File: src/rtl/rr_hold_arbiter.sv
// rr_hold_arbiter
// N-channel arbiter with a registered one-hot grant and an encoded winner index.
// The grant stays with its owner while the owner keeps requesting. The owner can
// be preempted once it has held the grant for MAX_HOLD cycles while another
// channel waits. Winners are picked by rotating priority or by fixed priority.
// All outputs come straight from registers.
module rr_hold_arbiter #(
    parameter int N           = 4,
    parameter int ROUND_ROBIN = 1,
    parameter int MAX_HOLD    = 4,
    // Derived from N; leave at its default.
    parameter int IDW         = (N > 2) ? $clog2(N) : 1
) (
    input  logic           i_clock,
    input  logic           i_reset,
    input  logic [N-1:0]   i_req,
    output logic [N-1:0]   o_gnt,
    output logic           o_gnt_valid,
    output logic [IDW-1:0] o_gnt_id,
    output logic           o_timeout
);

    // The hold counter only needs to reach MAX_HOLD-1. When there is no timeout
    // it stays parked at zero.
    localparam int             HCW       = (MAX_HOLD > 1) ? $clog2(MAX_HOLD) : 1;
    localparam logic [HCW-1:0] HOLD_LAST = (MAX_HOLD > 0) ? HCW'(MAX_HOLD - 1) : '0;

    typedef enum logic {
        ST_IDLE  = 1'b0,
        ST_GRANT = 1'b1
    } state_t;

    state_t         r_state;
    logic [N-1:0]   r_gnt;
    logic           r_gnt_valid;
    logic [IDW-1:0] r_gnt_id;
    logic           r_timeout;
    logic [IDW-1:0] r_ptr;
    logic [HCW-1:0] r_hold_cnt;

    state_t         w_state_next;
    logic [N-1:0]   w_gnt_next;
    logic [IDW-1:0] w_gnt_id_next;
    logic           w_timeout_next;
    logic [IDW-1:0] w_ptr_next;
    logic [HCW-1:0] w_hold_next;
    logic           w_load;

    logic [N-1:0]   w_cand;
    logic [N-1:0]   w_upper_mask;
    logic [N-1:0]   w_cand_upper;
    logic           w_use_upper;
    logic [IDW-1:0] w_winner;
    logic [N-1:0]   w_winner_oh;
    logic [IDW-1:0] w_ptr_after;
    logic           w_owner_req;
    logic           w_hold_sat;
    logic           w_preempt;
    logic [HCW-1:0] w_hold_inc;

    // Index of the lowest set bit. Returns 0 for an all-zero vector, which is
    // never used because a load only happens when some candidate is set.
    function automatic logic [IDW-1:0] f_lowest(input logic [N-1:0] v);
        logic [IDW-1:0] idx;
        idx = '0;
        for (int i = N - 1; i >= 0; i--) begin
            if (v[i]) begin
                idx = IDW'(i);
            end
        end
        return idx;
    endfunction

    // Candidates for a new grant are the requesters other than the current
    // owner. On a release the owner's request is already low. In IDLE r_gnt is
    // zero. So this single mask serves every case.
    assign w_cand      = i_req & ~r_gnt;
    assign w_owner_req = |(i_req & r_gnt);

    // Channels at or above the rotating pointer. Scanning these first and then
    // falling back to the whole vector gives the wrap-around search order.
    for (genvar gi = 0; gi < N; gi++) begin : g_upper
        assign w_upper_mask[gi] = (IDW'(gi) >= r_ptr);
    end

    assign w_cand_upper = w_cand & w_upper_mask;
    assign w_use_upper  = (ROUND_ROBIN != 0) && (|w_cand_upper);

    // Pick the winner. With fixed priority this is the lowest candidate index.
    always_comb begin
        w_winner = w_use_upper ? f_lowest(w_cand_upper) : f_lowest(w_cand);
    end

    // Turn the winner index into a one-hot grant.
    for (genvar gi = 0; gi < N; gi++) begin : g_onehot
        assign w_winner_oh[gi] = (w_winner == IDW'(gi));
    end

    // After a grant the pointer moves to the channel just past the winner.
    assign w_ptr_after = (w_winner == IDW'(N - 1)) ? '0 : (w_winner + IDW'(1));

    // Preempt only when the hold counter is saturated and someone else waits.
    assign w_hold_sat = (r_hold_cnt == HOLD_LAST);
    assign w_preempt  = (MAX_HOLD > 0) && w_hold_sat && (|w_cand);
    assign w_hold_inc = w_hold_sat ? r_hold_cnt : (r_hold_cnt + HCW'(1));

    // Next-state and next-output logic. Release takes precedence over
    // preemption, so a simultaneous release never raises the timeout flag.
    always_comb begin
        w_state_next   = r_state;
        w_gnt_next     = r_gnt;
        w_gnt_id_next  = r_gnt_id;
        w_timeout_next = 1'b0;
        w_ptr_next     = r_ptr;
        w_hold_next    = r_hold_cnt;
        w_load         = 1'b0;

        case (r_state)
            ST_IDLE: begin
                w_gnt_next = '0;
                if (|i_req) begin
                    w_load = 1'b1;
                end
            end
            ST_GRANT: begin
                if (!w_owner_req) begin
                    if (|i_req) begin
                        w_load = 1'b1;
                    end else begin
                        w_state_next = ST_IDLE;
                        w_gnt_next   = '0;
                    end
                end else if (w_preempt) begin
                    w_load         = 1'b1;
                    w_timeout_next = 1'b1;
                end else begin
                    w_hold_next = w_hold_inc;
                end
            end
            default: begin
                w_state_next = ST_IDLE;
                w_gnt_next   = '0;
            end
        endcase

        // Every new grant: publish the winner, advance the pointer, restart hold.
        if (w_load) begin
            w_state_next  = ST_GRANT;
            w_gnt_next    = w_winner_oh;
            w_gnt_id_next = w_winner;
            w_ptr_next    = w_ptr_after;
            w_hold_next   = '0;
        end
    end

    // State and output registers with synchronous reset.
    always_ff @(posedge i_clock) begin
        if (i_reset) begin
            r_state     <= ST_IDLE;
            r_gnt       <= '0;
            r_gnt_valid <= 1'b0;
            r_gnt_id    <= '0;
            r_timeout   <= 1'b0;
            r_ptr       <= '0;
            r_hold_cnt  <= '0;
        end else begin
            r_state     <= w_state_next;
            r_gnt       <= w_gnt_next;
            r_gnt_valid <= |w_gnt_next;
            r_gnt_id    <= w_gnt_id_next;
            r_timeout   <= w_timeout_next;
            r_ptr       <= w_ptr_next;
            r_hold_cnt  <= w_hold_next;
        end
    end

    assign o_gnt       = r_gnt;
    assign o_gnt_valid = r_gnt_valid;
    assign o_gnt_id    = r_gnt_id;
    assign o_timeout   = r_timeout;

endmodule

File: config.mk
export PLATFORM = sky130hd
export DESIGN_NAME = rr_hold_arbiter
export DESIGN_NICKNAME = d
export VERILOG_FILES = /design/src/rtl/rr_hold_arbiter.sv
export SDC_FILE = /design/constraint.sdc
export NUM_CORES = 1
export LEC_CHECK = 0
export BUFFER_PORTS_ARGS = -buffer_cell sky130_fd_sc_hd__buf_2
export CORE_MARGIN = 3
export CORE_UTILIZATION = 45
export CTS_CLUSTER_DIAMETER = 50
export DETAILED_ROUTE_END_ITERATION = 10
export PLACE_DENSITY = 0.67
export SETUP_SLACK_MARGIN = 0.5
export SLEW_MARGIN = 20
export SYNTH_ARGS = -nofsm -noshare
export SYNTH_HDL_FRONTEND = slang
export SYNTH_SLANG_ARGS = --single-unit
File: constraint.sdc
create_clock -name i_clock -period 4.5 [get_ports i_clock]
set_clock_uncertainty 0.15 [all_clocks]
set_input_delay 1.35 -clock i_clock [delete_from_list [all_inputs] [get_ports i_clock]]
set_output_delay 1.35 -clock i_clock [all_outputs]
set_load 0.02 [all_outputs]
==> results.md <==
- Overall global routing resource usage: 0.171
- CTS clk-pin slew, worst paths: roughly 0.08 ns
- Post-synth top area share: 0.339
- Area share of xor/xnor cells in the synthesized design: 0.0114
- Number of placement rows: 14
- Gr ovfl total: 0
- Proportion of power drawn by flip-flops and latches: 0.380
- Data required, critical path: around 4.5 ns
- Number of antenna violations at the first check in global routing: 0
- Wire length of the first global-routing pass: ~2600 µm
- # IOs: 14
- Data arrival time of the critical path: around 3.2 ns
- Total via count after detailed routing: roughly 660
- Instance count after placement with tap cells included: around 110
- Static leakage: ~0.38 nW
- Total inserted antenna cells: 0
- Number of search-and-repair iterations in the first detailed-routing pass: 4
- Post-CTS setup buffer count: 0
- Number of sinks on the clock net: 13
- Vias in the first global route: 576
- DRC: 0
- Y dimension of the die: ~47 µm
- Maximum achievable frequency: about 0.32 GHz
- Share of synthesized area occupied by flip-flops and latches: 0.339
- Slew @ Worst Pin: approximately 0.61 ns
- Die outline width: between 40 and 50 µm
- Number of buffers on the longest clock path: 2
- Buffers on Ports: 13
- WS Path Type: in2reg
- Number of nets in the layout: 112
- PD cells: roughly 520 nW/µm²
- Portion of total power attributed to combinational logic: 0.464
- TritonCTS clock tree: yes
- Worst voltage drop across the vdd grid: roughly 0.00032 V
- Register-to-register setup slack: 2.22 ns
- Core Util, Final: 0.564
- # setup viols final: 0
- Top fanout value on the critical path: 5
- Placeable core region: 1560 µm²
- Setup repair after global routing missed its margin: no
- Number of CTS-inserted buffers: 3
- Final period util: 0.696
- Post-DR wirelength/cell: roughly 14 µm
- Worst hold path class: reg2reg
- Crit path time final: approximately 3.1 ns
- Final Max Tran Viols: 0
- Largest net degree at the start of global routing: 9
- Cell type with the highest aggregate area in the netlist: dfxtp_1
- Synthesis-to-layout area growth: 14.5%
- Share of power burned in the clock network: 0.156
- Number of H-tree levels: 1
- Total of cells resized after clock tree synthesis: 0
- Main area contributors after synthesis: dfxtp_1 34%, ha_1 8.1%, a21oi_1 5.9%, mux2i_1 3.9%, nor2b_4 3.6%
- Routed via count divided by cell count: 5.70
- Power spent charging and discharging nets: ~190 µW
- Post-Syn Area: slightly below 800 µm²
- Die footprint: roughly 2200 µm²
- Dpl hpwl: about 1200 µm
- Internal power contribution: roughly 260 µW
- Antenna violation net count after detailed routing: 0
- Switching Fraction: 0.419
- Most frequent cells in the layout: 13 x buf_2, 13 x dfxtp_1, 9 x a21oi_1
- Sum of negative setup slack: 0 ns
- Total count of hold-check failures in the final report: 0
- Startpoint types: input port
- Syn_nets: 94
- Sort of element at the end of the critical path: register
- Run status: completed
- Clock Root Buffer: clkbuf_4
- Routed wire length: between 1500 and 2000 µm
- Insertion delay of the later-clocked pin in the worst-skew pair: approximately 0.27 ns
- Max-capacitance violation count: 0
- Seq cells post-synth: 13
- Yosys warnings: 0
- Layout cell share with drive strength beyond 1: 0.230
- Synth Area in Simple Gates: 0.220
- Last weighted congestion value of the routability-driven placer: 0.828
- Complex-gate fraction of the synthesized area: 0.261
- Mux contribution to synthesized area: 0.0586
- Largest family of logic cells by synthesized area: compound AO/OA/AOI/OAI gates
- Synthesized instance count: 83
- Initial Util: 0.493
- Count of distinct cell types in the synthesized netlist: 28
- Max_slew headroom: 0.592
- DRC violation total after the first TritonRoute iteration: 18
- Synth Area in Adders: 0.0814
- # hold bufs at CTS: 0
- Finished Layout Cells: 116
- Avg Inst Size Synth: roughly 9.3 µm²
-- path summary, 6_finish.rpt --
check	to	start	cells past startpoint
worst min-delay path	o_gnt_id[1]$_SDFFE_PP0N_	o_gnt_id[1]$_SDFFE_PP0N_	2
worst max-delay path	o_gnt_valid$_SDFF_PP0_	i_req[1]	10
worst min register to register	o_gnt_id[1]$_SDFFE_PP0N_	o_gnt_id[1]$_SDFFE_PP0N_	2
worst max register to register	o_gnt_valid$_SDFF_PP0_	o_gnt[1]$_SDFF_PP0_	9
-- power by group through the flow --
stage,Sequential (mW),Combinational [mW],Clock [mW]
2_1_floorplan,0.196,0.135,0
3_3_place_gp,0.174,0.210,0
3_5_place_dp,0.176,0.210,0
4_1_cts,0.173,0.211,0.0756
5_1_grt,0.179,0.235,0.0824
6_report,0.173,0.211,0.0712
-- layer usage --
layer	vias to the layer above	global-route usage	share of wire
met5	-	0	0
met4	0	0.0497	0.011
met3	2	0.0690	0.057
met2	16	0.251	0.44
met1	302	0.229	0.49
li1	341	-	-
-- cell usage after synthesis, drive strengths merged --
library cell and number:
nor2 3, xnor2 1, nand2 5, mux2i 3
a21o 1, inv 6, o221ai 2, nor3 3
o211ai 1, mux2 1, a22oi 3, nor2b 5
ha 5, o21ai 6, o41ai 1, a211oi 2
or2 1, o41a 1, a21oi 10, dfxtp 13
nand4 4, nand2b 4, nor4 2
-- sequential cells by signal, summed over array words and instances, names as in the netlist --
register,cells
o_gnt_valid,1
o_gnt_id,2
o_gnt,4
r_hold_cnt,2
o_timeout,1
r_ptr,2
r_state,1
-- cells by family after synthesis --
family,after synthesis
AOI/OAI and AO/OA,27
xor gates and xnor gates,1
adders and majority gates,5
buffers and inverters,6
DFF,13
muxes,4
and+or+nand+nor,27
-- cell type report --
| cell class | count | area (µm²) |
|---|---|---|
| Fill cell | 152 | 679 |
| Clock buffer | 4 | 26.3 |
| Inverter | 6 | 22.5 |
| Multi-Input combinational cell | 64 | 485 |
| Sequential cell | 13 | 260 |
| Timing Repair Buffer | 13 | 65.1 |
| Tap cell | 16 | 20.0 |
-- per-stage QoR --
| stage | hold WS, ns | setup slack (ns) | power (mW) | area [µm²] |
|---|---|---|---|---|
| 5_1_grt | 0.345 | 1.22 | 0.495 | 880 |
| 3_5_place_dp | 0.293 | 1.12 | 0.386 | 853 |
| 6_report | 0.307 | 1.37 | 0.455 | 880 |
| 4_1_cts | 0.311 | 1.41 | 0.460 | 880 |
| 2_1_floorplan | 0.306 | 1.44 | 0.331 | 768 |
| 3_3_place_gp | 0.291 | 1.13 | 0.384 | 853 |
-- worst max-delay path, stage by stage --
cell,delay (ns)
buf_2,0.10
nor2b_2,0.28
o221ai_1,0.19
a21oi_1,0.32
inv_1,0.11
ha_1,0.22
nor4_1,0.33
nor2_1,0.07
a21oi_1,0.13
nor2_1,0.05
Note: power is estimated with default switching activity, not from simulation.
